File: src/rtl/misc_monitor_pkg.sv
// ============================================================================
// Module      : misc_monitor_pkg
// Description : Shared constants and types for the instruction-fetch monitor.
//               Holds the word-alignment pattern, the sequential fetch stride,
//               the branch-history depth and pointer width, and the fetch
//               classification enum.
// Revision    : 1.0 - initial release
// ============================================================================
`default_nettype none

package misc_monitor_pkg;

  // Low address bits of a properly word-aligned fetch
  localparam logic [1:0] c_WORD_ALIGN = 2'b00;

  // Byte stride between two sequential instruction fetches
  localparam int c_SEQ_INC = 4;

  // Branch-history ring buffer geometry
  localparam int c_HIST_DEPTH = 8;
  localparam int c_HIST_PTR_W = 3;

  // Classification of the current cycle's fetch activity
  typedef enum logic [1:0] {
    FETCH_IDLE   = 2'd0,
    FETCH_FIRST  = 2'd1,
    FETCH_SEQ    = 2'd2,
    FETCH_BRANCH = 2'd3
  } fetch_kind_e;

endpackage

`default_nettype wire

File: src/rtl/misc_sat_counter.sv
// ============================================================================
// Module      : misc_sat_counter
// Description : Saturating up-counter with increment enable, synchronous
//               load and asynchronous active-low clear. Load has priority
//               over increment; the count holds once it reaches MAX.
// Revision    : 1.0 - initial release
// ============================================================================
`default_nettype none

module misc_sat_counter #(
  parameter int           W   = 32,
  parameter logic [W-1:0] MAX = '1
) (
  input  logic         clk,
  input  logic         rst_n,
  input  logic         inc_i,
  input  logic         load_i,
  input  logic [W-1:0] load_val_i,
  output logic [W-1:0] cnt_o
);

  logic [W-1:0] cnt_q;
  logic [W-1:0] cnt_d;

  // Next count: load wins, otherwise step up unless already saturated
  always_comb begin
    cnt_d = cnt_q;
    if (load_i) begin
      cnt_d = load_val_i;
    end else if (inc_i && (cnt_q != MAX)) begin
      cnt_d = cnt_q + W'(1);
    end
  end

  // Count register, cleared asynchronously
  always_ff @(posedge clk or negedge rst_n) begin
    if (!rst_n) begin
      cnt_q <= '0;
    end else begin
      cnt_q <= cnt_d;
    end
  end

  assign cnt_o = cnt_q;

endmodule

`default_nettype wire

File: src/rtl/misc_monitor.sv
// ============================================================================
// Module      : misc_monitor
// Description : Passive monitor on the core's ROM fetch port. Counts fetches
//               and branches, records the last fetch address, flags
//               misaligned and out-of-range fetches (sticky, with the first
//               offending address captured) and detects a branch-to-self
//               halt loop. All outputs are registered (latency 1).
//               Optional build macro MISC_BRANCH_HIST_EN adds an 8-entry
//               ring buffer of branch targets readable through hist_idx.
// Revision    : 1.0 - initial release
// ============================================================================
`default_nettype none

module misc_monitor
  import misc_monitor_pkg::*;
#(
  parameter int ADDR_W    = 32,
  parameter int ROM_BYTES = 8192,
  parameter int CNT_W     = 32,
  parameter int HALT_CNT  = 16
) (
  input  logic                    clk,
  input  logic                    rst_n,
  input  logic                    rom_en,
  input  logic [ADDR_W-1:0]       rom_addr,
`ifdef MISC_BRANCH_HIST_EN
  input  logic [c_HIST_PTR_W-1:0] hist_idx,
  output logic [ADDR_W-1:0]       hist_addr,
`endif
  output logic [CNT_W-1:0]        fetch_cnt,
  output logic [CNT_W-1:0]        branch_cnt,
  output logic [ADDR_W-1:0]       last_addr,
  output logic                    halt,
  output logic                    misalign_err,
  output logic                    range_err,
  output logic [ADDR_W-1:0]       err_addr
);

  localparam int                LOOP_W      = $clog2(HALT_CNT + 1);
  localparam logic [LOOP_W-1:0] c_LOOP_MAX  = LOOP_W'(HALT_CNT);
  localparam logic [LOOP_W-1:0] c_LOOP_PRE  = LOOP_W'(HALT_CNT - 1);
  localparam logic [ADDR_W:0]   c_ROM_LIMIT = (ADDR_W + 1)'(ROM_BYTES);

  // Architectural state
  logic              seen_q,      seen_d;
  logic [ADDR_W-1:0] last_addr_q, last_addr_d;
  logic [ADDR_W-1:0] target_q,    target_d;
  logic              halt_q,      halt_d;
  logic              misalign_q,  misalign_d;
  logic              range_q,     range_d;
  logic [ADDR_W-1:0] err_addr_q,  err_addr_d;

  // Combinational decode of the current fetch
  fetch_kind_e       w_kind;
  logic [ADDR_W-1:0] w_seq_addr;
  logic [ADDR_W:0]   w_end_addr;
  logic              w_branch;
  logic              w_hit;
  logic              w_misalign;
  logic              w_range;
  logic [LOOP_W-1:0] w_loop_cnt;

  // Sequential address wraps naturally at 2^ADDR_W
  assign w_seq_addr = last_addr_q + ADDR_W'(c_SEQ_INC);
  // One extra bit so rom_addr+3 cannot overflow the range comparison
  assign w_end_addr = {1'b0, rom_addr} + (ADDR_W + 1)'(3);

  // Classify the fetch: first after reset, sequential or branch
  always_comb begin
    w_kind = FETCH_IDLE;
    if (rom_en) begin
      if (!seen_q) begin
        w_kind = FETCH_FIRST;
      end else if (rom_addr == w_seq_addr) begin
        w_kind = FETCH_SEQ;
      end else begin
        w_kind = FETCH_BRANCH;
      end
    end
  end

  assign w_branch   = (w_kind == FETCH_BRANCH);
  assign w_hit      = w_branch && (rom_addr == target_q);
  assign w_misalign = rom_en && (rom_addr[1:0] != c_WORD_ALIGN);
  assign w_range    = rom_en && (w_end_addr >= c_ROM_LIMIT);

  // Next-state for address tracking, halt and sticky error capture
  always_comb begin
    seen_d      = seen_q;
    last_addr_d = last_addr_q;
    target_d    = target_q;
    halt_d      = halt_q;
    misalign_d  = misalign_q;
    range_d     = range_q;
    err_addr_d  = err_addr_q;

    if (rom_en) begin
      seen_d      = 1'b1;
      last_addr_d = rom_addr;
    end

    if (w_branch) begin
      if (w_hit) begin
        // Loop count after this hit reaches (or stays at) the threshold
        halt_d = (w_loop_cnt >= c_LOOP_PRE);
      end else begin
        // New target restarts the loop count at 1, which is below threshold
        target_d = rom_addr;
        halt_d   = 1'b0;
      end
    end

    if (w_misalign) begin
      misalign_d = 1'b1;
    end
    if (w_range) begin
      range_d = 1'b1;
    end
    // Only the very first offending fetch is recorded
    if ((w_misalign || w_range) && !misalign_q && !range_q) begin
      err_addr_d = rom_addr;
    end
  end

  // State registers, cleared asynchronously
  always_ff @(posedge clk or negedge rst_n) begin
    if (!rst_n) begin
      seen_q      <= 1'b0;
      last_addr_q <= '0;
      target_q    <= '0;
      halt_q      <= 1'b0;
      misalign_q  <= 1'b0;
      range_q     <= 1'b0;
      err_addr_q  <= '0;
    end else begin
      seen_q      <= seen_d;
      last_addr_q <= last_addr_d;
      target_q    <= target_d;
      halt_q      <= halt_d;
      misalign_q  <= misalign_d;
      range_q     <= range_d;
      err_addr_q  <= err_addr_d;
    end
  end

  misc_sat_counter #(
    .W   (CNT_W)
  ) u_fetch_cnt (
    .clk        (clk),
    .rst_n      (rst_n),
    .inc_i      (rom_en),
    .load_i     (1'b0),
    .load_val_i ('0),
    .cnt_o      (fetch_cnt)
  );

  misc_sat_counter #(
    .W   (CNT_W)
  ) u_branch_cnt (
    .clk        (clk),
    .rst_n      (rst_n),
    .inc_i      (w_branch),
    .load_i     (1'b0),
    .load_val_i ('0),
    .cnt_o      (branch_cnt)
  );

  // Hits on the same target climb toward HALT_CNT; a new target reloads 1
  misc_sat_counter #(
    .W   (LOOP_W),
    .MAX (c_LOOP_MAX)
  ) u_loop_cnt (
    .clk        (clk),
    .rst_n      (rst_n),
    .inc_i      (w_hit),
    .load_i     (w_branch && !w_hit),
    .load_val_i (LOOP_W'(1)),
    .cnt_o      (w_loop_cnt)
  );

`ifdef MISC_BRANCH_HIST_EN
  logic [ADDR_W-1:0]       hist_q [c_HIST_DEPTH];
  logic [c_HIST_PTR_W-1:0] wr_ptr_q;
  logic [c_HIST_PTR_W-1:0] w_rd_ptr;

  // Ring buffer of branch targets; pointer wraps 7->0 by width
  always_ff @(posedge clk or negedge rst_n) begin
    if (!rst_n) begin
      wr_ptr_q <= '0;
      for (int i = 0; i < c_HIST_DEPTH; i++) begin
        hist_q[i] <= '0;
      end
    end else if (w_branch) begin
      hist_q[wr_ptr_q] <= rom_addr;
      wr_ptr_q         <= wr_ptr_q + c_HIST_PTR_W'(1);
    end
  end

  // hist_idx=0 selects the most recently written entry
  assign w_rd_ptr  = wr_ptr_q - c_HIST_PTR_W'(1) - hist_idx;
  assign hist_addr = hist_q[w_rd_ptr];
`endif

  assign last_addr    = last_addr_q;
  assign halt         = halt_q;
  assign misalign_err = misalign_q;
  assign range_err    = range_q;
  assign err_addr     = err_addr_q;

endmodule

`default_nettype wire

File: config.mk
export PLATFORM = sky130hd
export DESIGN_NAME = misc_monitor
export DESIGN_NICKNAME = d
export VERILOG_FILES = /design/src/rtl/misc_monitor_pkg.sv /design/src/rtl/misc_sat_counter.sv /design/src/rtl/misc_monitor.sv
export SDC_FILE = /design/constraint.sdc
export NUM_CORES = 1
export LEC_CHECK = 0
export CAP_MARGIN = 20
export CELL_PAD_IN_SITES_DETAIL_PLACEMENT = 1
export CELL_PAD_IN_SITES_GLOBAL_PLACEMENT = 2
export CORE_MARGIN = 2
export CORE_UTILIZATION = 34
export CTS_CLUSTER_SIZE = 10
export DETAILED_ROUTE_END_ITERATION = 8
export GPL_TIMING_DRIVEN = 0
export PLACE_DENSITY = 0.83
export SYNTH_ARGS = -nofsm -noshare
export SYNTH_HDL_FRONTEND = slang
export SYNTH_SLANG_ARGS = --single-unit
File: constraint.sdc
create_clock -name clk -period 4.17 [get_ports clk]
set_input_delay 0.834 -clock clk [delete_from_list [all_inputs] [get_ports clk]]
set_output_delay 0.834 -clock clk [all_outputs]
set_load 0.05 [all_outputs]
==> metrics.yaml, run 1 <==
power.leakage_nw: 4.77
clkSlewWorstSetupHoldPaths_ns: 0.08
cts.sinks: 169
cp_max_fo: 10
grt_pass1_vias: 7685
syn_nets: 869
cp_data_arrival_time_ns: 4.26
rows: 59
mostFrequentLayoutCells: "dfrtp_1, clkdlybuf4s50_1, xnor2_1, mux2_2, xor2_1"
synth_edf_count: 0
first_pass_iters: 6
syn_avg_cell_area_um2: 11.0
setup_violations: 0
cts_buffer_depth: 2
track_usage: 0.199
crit_top_cell: "nor4_1"
cts_hold_buf: 0
tritoncts: "done"
final-hold-violation-count: 0
worst_pin_slew_ns: 0.998
ys_warn_count: 0
rsz0062_at_grt: "false"
htreeDepth: 4
postSynthCellCount: 828
slew_headroom: 0.329
antenna_found_initial: 0
r2r_cells: 11
place_ws_ns: -0.460
drive_above_1_share: 0.145
fin_total_pwr_mw: 4.86
num_io_pins: 166
hpwl_mm: 19.7
postRouteAntennaNets: 0
grt_max_degree: 86
maxCapViolations: 0
fmax_ghz: 0.254
path_cells: "clkdlybuf4s50_1 > nand4_1 > or4_1 > nor4_1 > mux2i_1 > nor4_1 > nand2_1 > o21ai_2 > buf_2 > mux2_2"
status: "finished with violations"
synth_top_flop_cell: "dfrtp_1"
root_buffer: "clkbuf_16"
via_per_inst: 5.33
synth_area_leader_cell: "dfrtp_1"
drc: 8
syn_area_mm2: 0.00908
hold_class: "in -> async"
antenna_cells: 0
skew_ns: 0.0125
drt-initial-drc-count: 452
ys_ff_latch: 169
clock_latency_ns: 0.44
async_reset_ff_frac: 1.00
max_stage_delay_ns: 0.70
synthToLayoutAreaGrowth_pct: 27.7
dieArea_mm2: 0.0280
seqCellArea_mm2: 0.00423
multiInputGateArea_mm2: 0.00458
fp.coreArea_mm2: 0.0261
yosysSeqAreaShare: 0.466
setup_slack_ns: 0.229
fp.dieW_um: 167
cts_buffers: 17
crit_required_ns: 4.49
port_buffers: 143
synthTopCellsByArea: "dfrtp_1, xnor2_1, mux2_2, mux2_4, xor2_1"
grt.overflow.total: 0
violations: "design-rule violations"
die_y_um: 167
wirelength_mm: 27.1
ys_types: 61
nNetsFinal: 1033
vias: 7145
fillers: 2892
critPathCaptureType: "register"
crit_type: "in -> reg"
crit_slowest_cell: "clkdlybuf4s50_1"
final_common_cell: "dfrtp_1"
min_period_ns: 3.94
powerDensity_mw_per_mm2: 419
finalMaxSlewViolations: 0
ir_drop_v: 0.000401
finalCritPeriodShare: 0.945
place.gp.congestion: 0.851
initial_core_util: 0.347
synth_top_area_share: 0.466
wl_per_cell_um: 20.2
grt_pass1_wl_mm: 43.9
critPathLaunchType: "input pin"
==> final timing paths <==
check | start | to | slack, ns
min in group clk | u_branch_cnt.cnt_o[20] | u_branch_cnt.cnt_o[20] | 0.48
worst max register to register | last_addr[2] | target_q[26] | 0.35
worst min-delay path | rst_n | last_addr[25] | 0.38
worst max-delay path | rom_addr[6] | err_addr[18] | 0.23
max in group asynchronous | rst_n | last_addr[2] | 2.95
worst min register to register | u_branch_cnt.cnt_o[20] | u_branch_cnt.cnt_o[20] | 0.48
==> cell type report <==
cell class | instances | share of cell area
multi-input cells | 592 | 0.395
flip-flops and latches | 169 | 0.365
repair buffers | 145 | 0.127
clock buffers | 17 | 0.0367
well taps | 335 | 0.0362
plain buffers | 55 | 0.0216
clock inverters | 15 | 0.0147
inverters | 12 | 0.00389
==> worst max-delay path, delay by kind of cell <==
kind / cells / cell delay [ns]
AND/OR/NAND/NOR: 5 / 1.67
AO/OA/AOI/OAI: 1 / 0.25
multiplexers: 2 / 0.50
buffers and inverters: 2 / 0.99
==> where the power goes <==
group	switching [mW]	total, mW	internal (mW)
combinational	0.796	1.27	0.471
clock	0.809	1.62	0.811
sequential	0.178	1.97	1.79
==> Yosys cell counts (4+ instances only) <==
cell type / instances
or4_1: 6
mux2_2: 57
ha_1: 6
nor4b_1: 7
clkbuf_1: 41
and4_1: 11
xor2_1: 48
nor4_1: 34
nand3_1: 41
nor3b_1: 5
buf_2: 7
xnor2_1: 89
mux2_1: 6
nand4_1: 43
nor2b_1: 5
nor3_1: 25
and3_1: 19
o21ai_0: 17
inv_1: 12
nand2_1: 46
mux2_4: 30
a21o_1: 4
dfrtp_1: 169
a21oi_1: 6
nor2_1: 25
and2_1: 9
==> cells by family (layout without fill, tap and decap cells) <==
| family | Yosys count | in the layout | synth area share |
|---|---|---|---|
| muxes | 96 | 96 | 0.131 |
| xor gates and xnor gates | 137 | 137 | 0.132 |
| adders and majority gates | 6 | 6 | 0.00827 |
| and+or+nand+nor | 292 | 292 | 0.183 |
| buffers and inverters | 67 | 244 | 0.0320 |
| AOI/OAI and AO/OA | 61 | 61 | 0.0474 |
| DFF | 169 | 169 | 0.466 |
==> metrics by stage <==
stage	utilization	area [um^2]	hold slack, ns	cells	TNS, ns
detailed placement	0.419	11000	0.473	1307	-25.64
CTS	0.442	11600	0.419	1339	0
floorplan	-	9080	0.454	828	0
finish	0.444	11600	0.377	1340	0
global route	0.444	11600	0.431	1340	0
global placement	0.418	10900	0.469	1306	-899.99
==> repair_timing <==
| item | 4_1_cts | 5_1_grt |
|---|---|---|
| setup endpoints to repair | 4 | 78 |
| pin swaps | 0 | 0 |
| setup buffers | 0 | 0 |
| gates resized for setup | 1 | 8 |
==> metal layers <==
layer | track usage | part of all wire | up-vias
met2 | 0.340 | 0.50 | 117
met4 | 0.0552 | 0.018 | 0
met3 | 0.0329 | 0.034 | 31
met5 | 0 | 0 | -
li1 | - | - | 3309
met1 | 0.261 | 0.45 | 3688
==> flip-flops by register name (all words and copies together) (netlist names) <==
register and flops:
err_addr 32, halt 1, last_addr 32, misalign_err 1, range_err 1, seen_q 1, target_q 32, u_branch_cnt.cnt_o 32
u_fetch_cnt.cnt_o 32, u_loop_cnt.cnt_o 5
Power figures use the tool's default switching activity.
==> inputs of run 2 (changes only) <==
--- a/config.mk
+++ b/config.mk
@@ -12,7 +12,7 @@
 export CORE_UTILIZATION = 34
 export CTS_CLUSTER_SIZE = 10
 export DETAILED_ROUTE_END_ITERATION = 8
-export GPL_TIMING_DRIVEN = 0
+export GPL_TIMING_DRIVEN = 1
 export PLACE_DENSITY = 0.83
 export SYNTH_ARGS = -nofsm -noshare
 export SYNTH_HDL_FRONTEND = slang
==> metrics.yaml, run 2 (synthesized netlist as in run 1, its figures left out) <==
hpwl_mm: 20.2
status: "finished with violations"
crit_type: "in -> reg"
cp_data_arrival_time_ns: 4.03
drc: 8
fp.dieW_um: 167
antenna_cells: 0
skew_ns: 0.0117
finalMaxSlewViolations: 0
dieArea_mm2: 0.0280
slew_headroom: 0.486
cts_buffers: 17
finalCritPeriodShare: 0.890
place.gp.congestion: 0.821
fmax_ghz: 0.269
pwr-share-seq: 0.398
tns_ns: 0
r2r_start: "last_addr[4]"
grt_pass1_wl_mm: 44.6
tritoncts: "done"
clkSlewWorstSetupHoldPaths_ns: 0.08
grt.overflow.total: 0
postCtsSetupBuffers: 0
maxCapViolations: 0
hold_class: "in -> async"
nNetsFinal: 1059
num_io_pins: 166
track_usage: 0.202
min_period_ns: 3.71
postRouteAntennaNets: 0
root_buffer: "clkbuf_16"
via_per_inst: 5.34
first_pass_iters: 6
port_buffers: 165
grt_max_degree: 72
wirelength_mm: 27.5
cts_resized: 0
powerDensity_mw_per_mm2: 411
grt_pass1_vias: 7811
drt-initial-drc-count: 424
synthToLayoutAreaGrowth_pct: 32.9
antenna_found_initial: 0
ir_drop_v: 0.000351
setup_violations: 0
rows: 59
cp_max_fo: 8
reg2reg_slack_ns: 0.54
pwr-share-clk: 0.339
htreeDepth: 4
die_y_um: 167
cts_buffer_depth: 2
rsz0062_at_grt: "false"
drive_above_1_share: 0.188
initial_core_util: 0.347
final_common_cell: "dfrtp_1"
fp.coreArea_mm2: 0.0261
critPathLaunchType: "input pin"
final-hold-violation-count: 0
fillers: 2874
p_sw_frac: 0.360
r2r_cells: 9
critPathCaptureType: "register"
r2r-end: "u_branch_cnt.cnt_o[1]"
mostFrequentLayoutCells: "dfrtp_1, clkdlybuf4s50_1, xnor2_1, mux2_2, buf_4"
cts.sinks: 169
p_comb_frac: 0.263
vias: 7299
cts_hold_buf: 0
violations: "design-rule violations"
clock_latency_ns: 0.45
crit_required_ns: 4.49
power.leakage_nw: 5.04
p_switching_mw: 1.79
post-route-util: 0.462
wl_per_cell_um: 20.1
holdWs_ns: 0.389
intPower_mw: 3.17
worst_pin_slew_ns: 0.772
## run 2: cell types whose count changed in the layout (fill, tap and decap cells not counted), sizes merged
cell and delta:
bufinv +1, clkinv +1, inv -2, clkbuf -43
clkdlybuf4s50 +24, dlymetal6s2s -3, buf +48
## run 2: critical path, cell delays in order
cell	delay [ns]
clkdlybuf4s50_1	0.62
nor2_1	0.10
or4_1	0.66
nor4_1	0.43
mux2i_1	0.14
nor4_1	0.28
nand2_1	0.15
o21ai_2	0.22
buf_4	0.22
mux2_2	0.35
## run 2: area by class of cell
class                           count  area, um^2  share of cell area
Timing Repair Buffer              226        2180               0.180
Sequential cell                   169        4230               0.350
Tap cell                          335         419              0.0347
Clock buffer                       17         425              0.0352
Clock inverter                     15         195              0.0162
Inverter                           12        45.0             0.00373
Multi-Input combinational cell    592        4580               0.379
## run 2: worst max path at each step
stage / to / start / depth (start not counted)
floorplan: target_q[10] / last_addr[14] / 9
global placement: u_branch_cnt.cnt_o[1] / rom_addr[2] / 10
detailed placement: u_branch_cnt.cnt_o[1] / rom_addr[0] / 10
CTS: err_addr[8] / rom_addr[0] / 10
global route: err_addr[25] / rom_addr[0] / 10
finish: err_addr[8] / rom_addr[0] / 10
## run 2: power by group through the flow
stage / registers [mW] / clock network (mW) / logic (mW)
detailed placement: 2.00 / 0 / 1.31
global route: 2.00 / 1.78 / 1.38
floorplan: 2.39 / 0 / 0.415
finish: 1.97 / 1.68 / 1.30
CTS: 1.98 / 1.72 / 1.31
global placement: 2.00 / 0 / 1.29
## run 2: stage by stage
step / setup slack (ns) / cell area (um^2) / power [mW] / instances
6_report: 0.459 / 12100 / 4.96 / 1366
5_1_grt: 0.243 / 12100 / 5.16 / 1366
4_1_cts: 0.454 / 12100 / 5.00 / 1365
3_5_place_dp: 0.0381 / 11400 / 3.31 / 1333
3_3_place_gp: 0.132 / 11400 / 3.29 / 1333
2_1_floorplan: 0.630 / 9080 / 2.80 / 828
## run 2: routing by layer
metal / wire [um] / global-route usage / vias to the layer above
met5: 0 / 0 / -
met4: 466 / 0.0590 / 0
met3: 769 / 0.0293 / 31
met2: 13500 / 0.344 / 150
met1: 12800 / 0.269 / 3750
li1: - / - / 3368
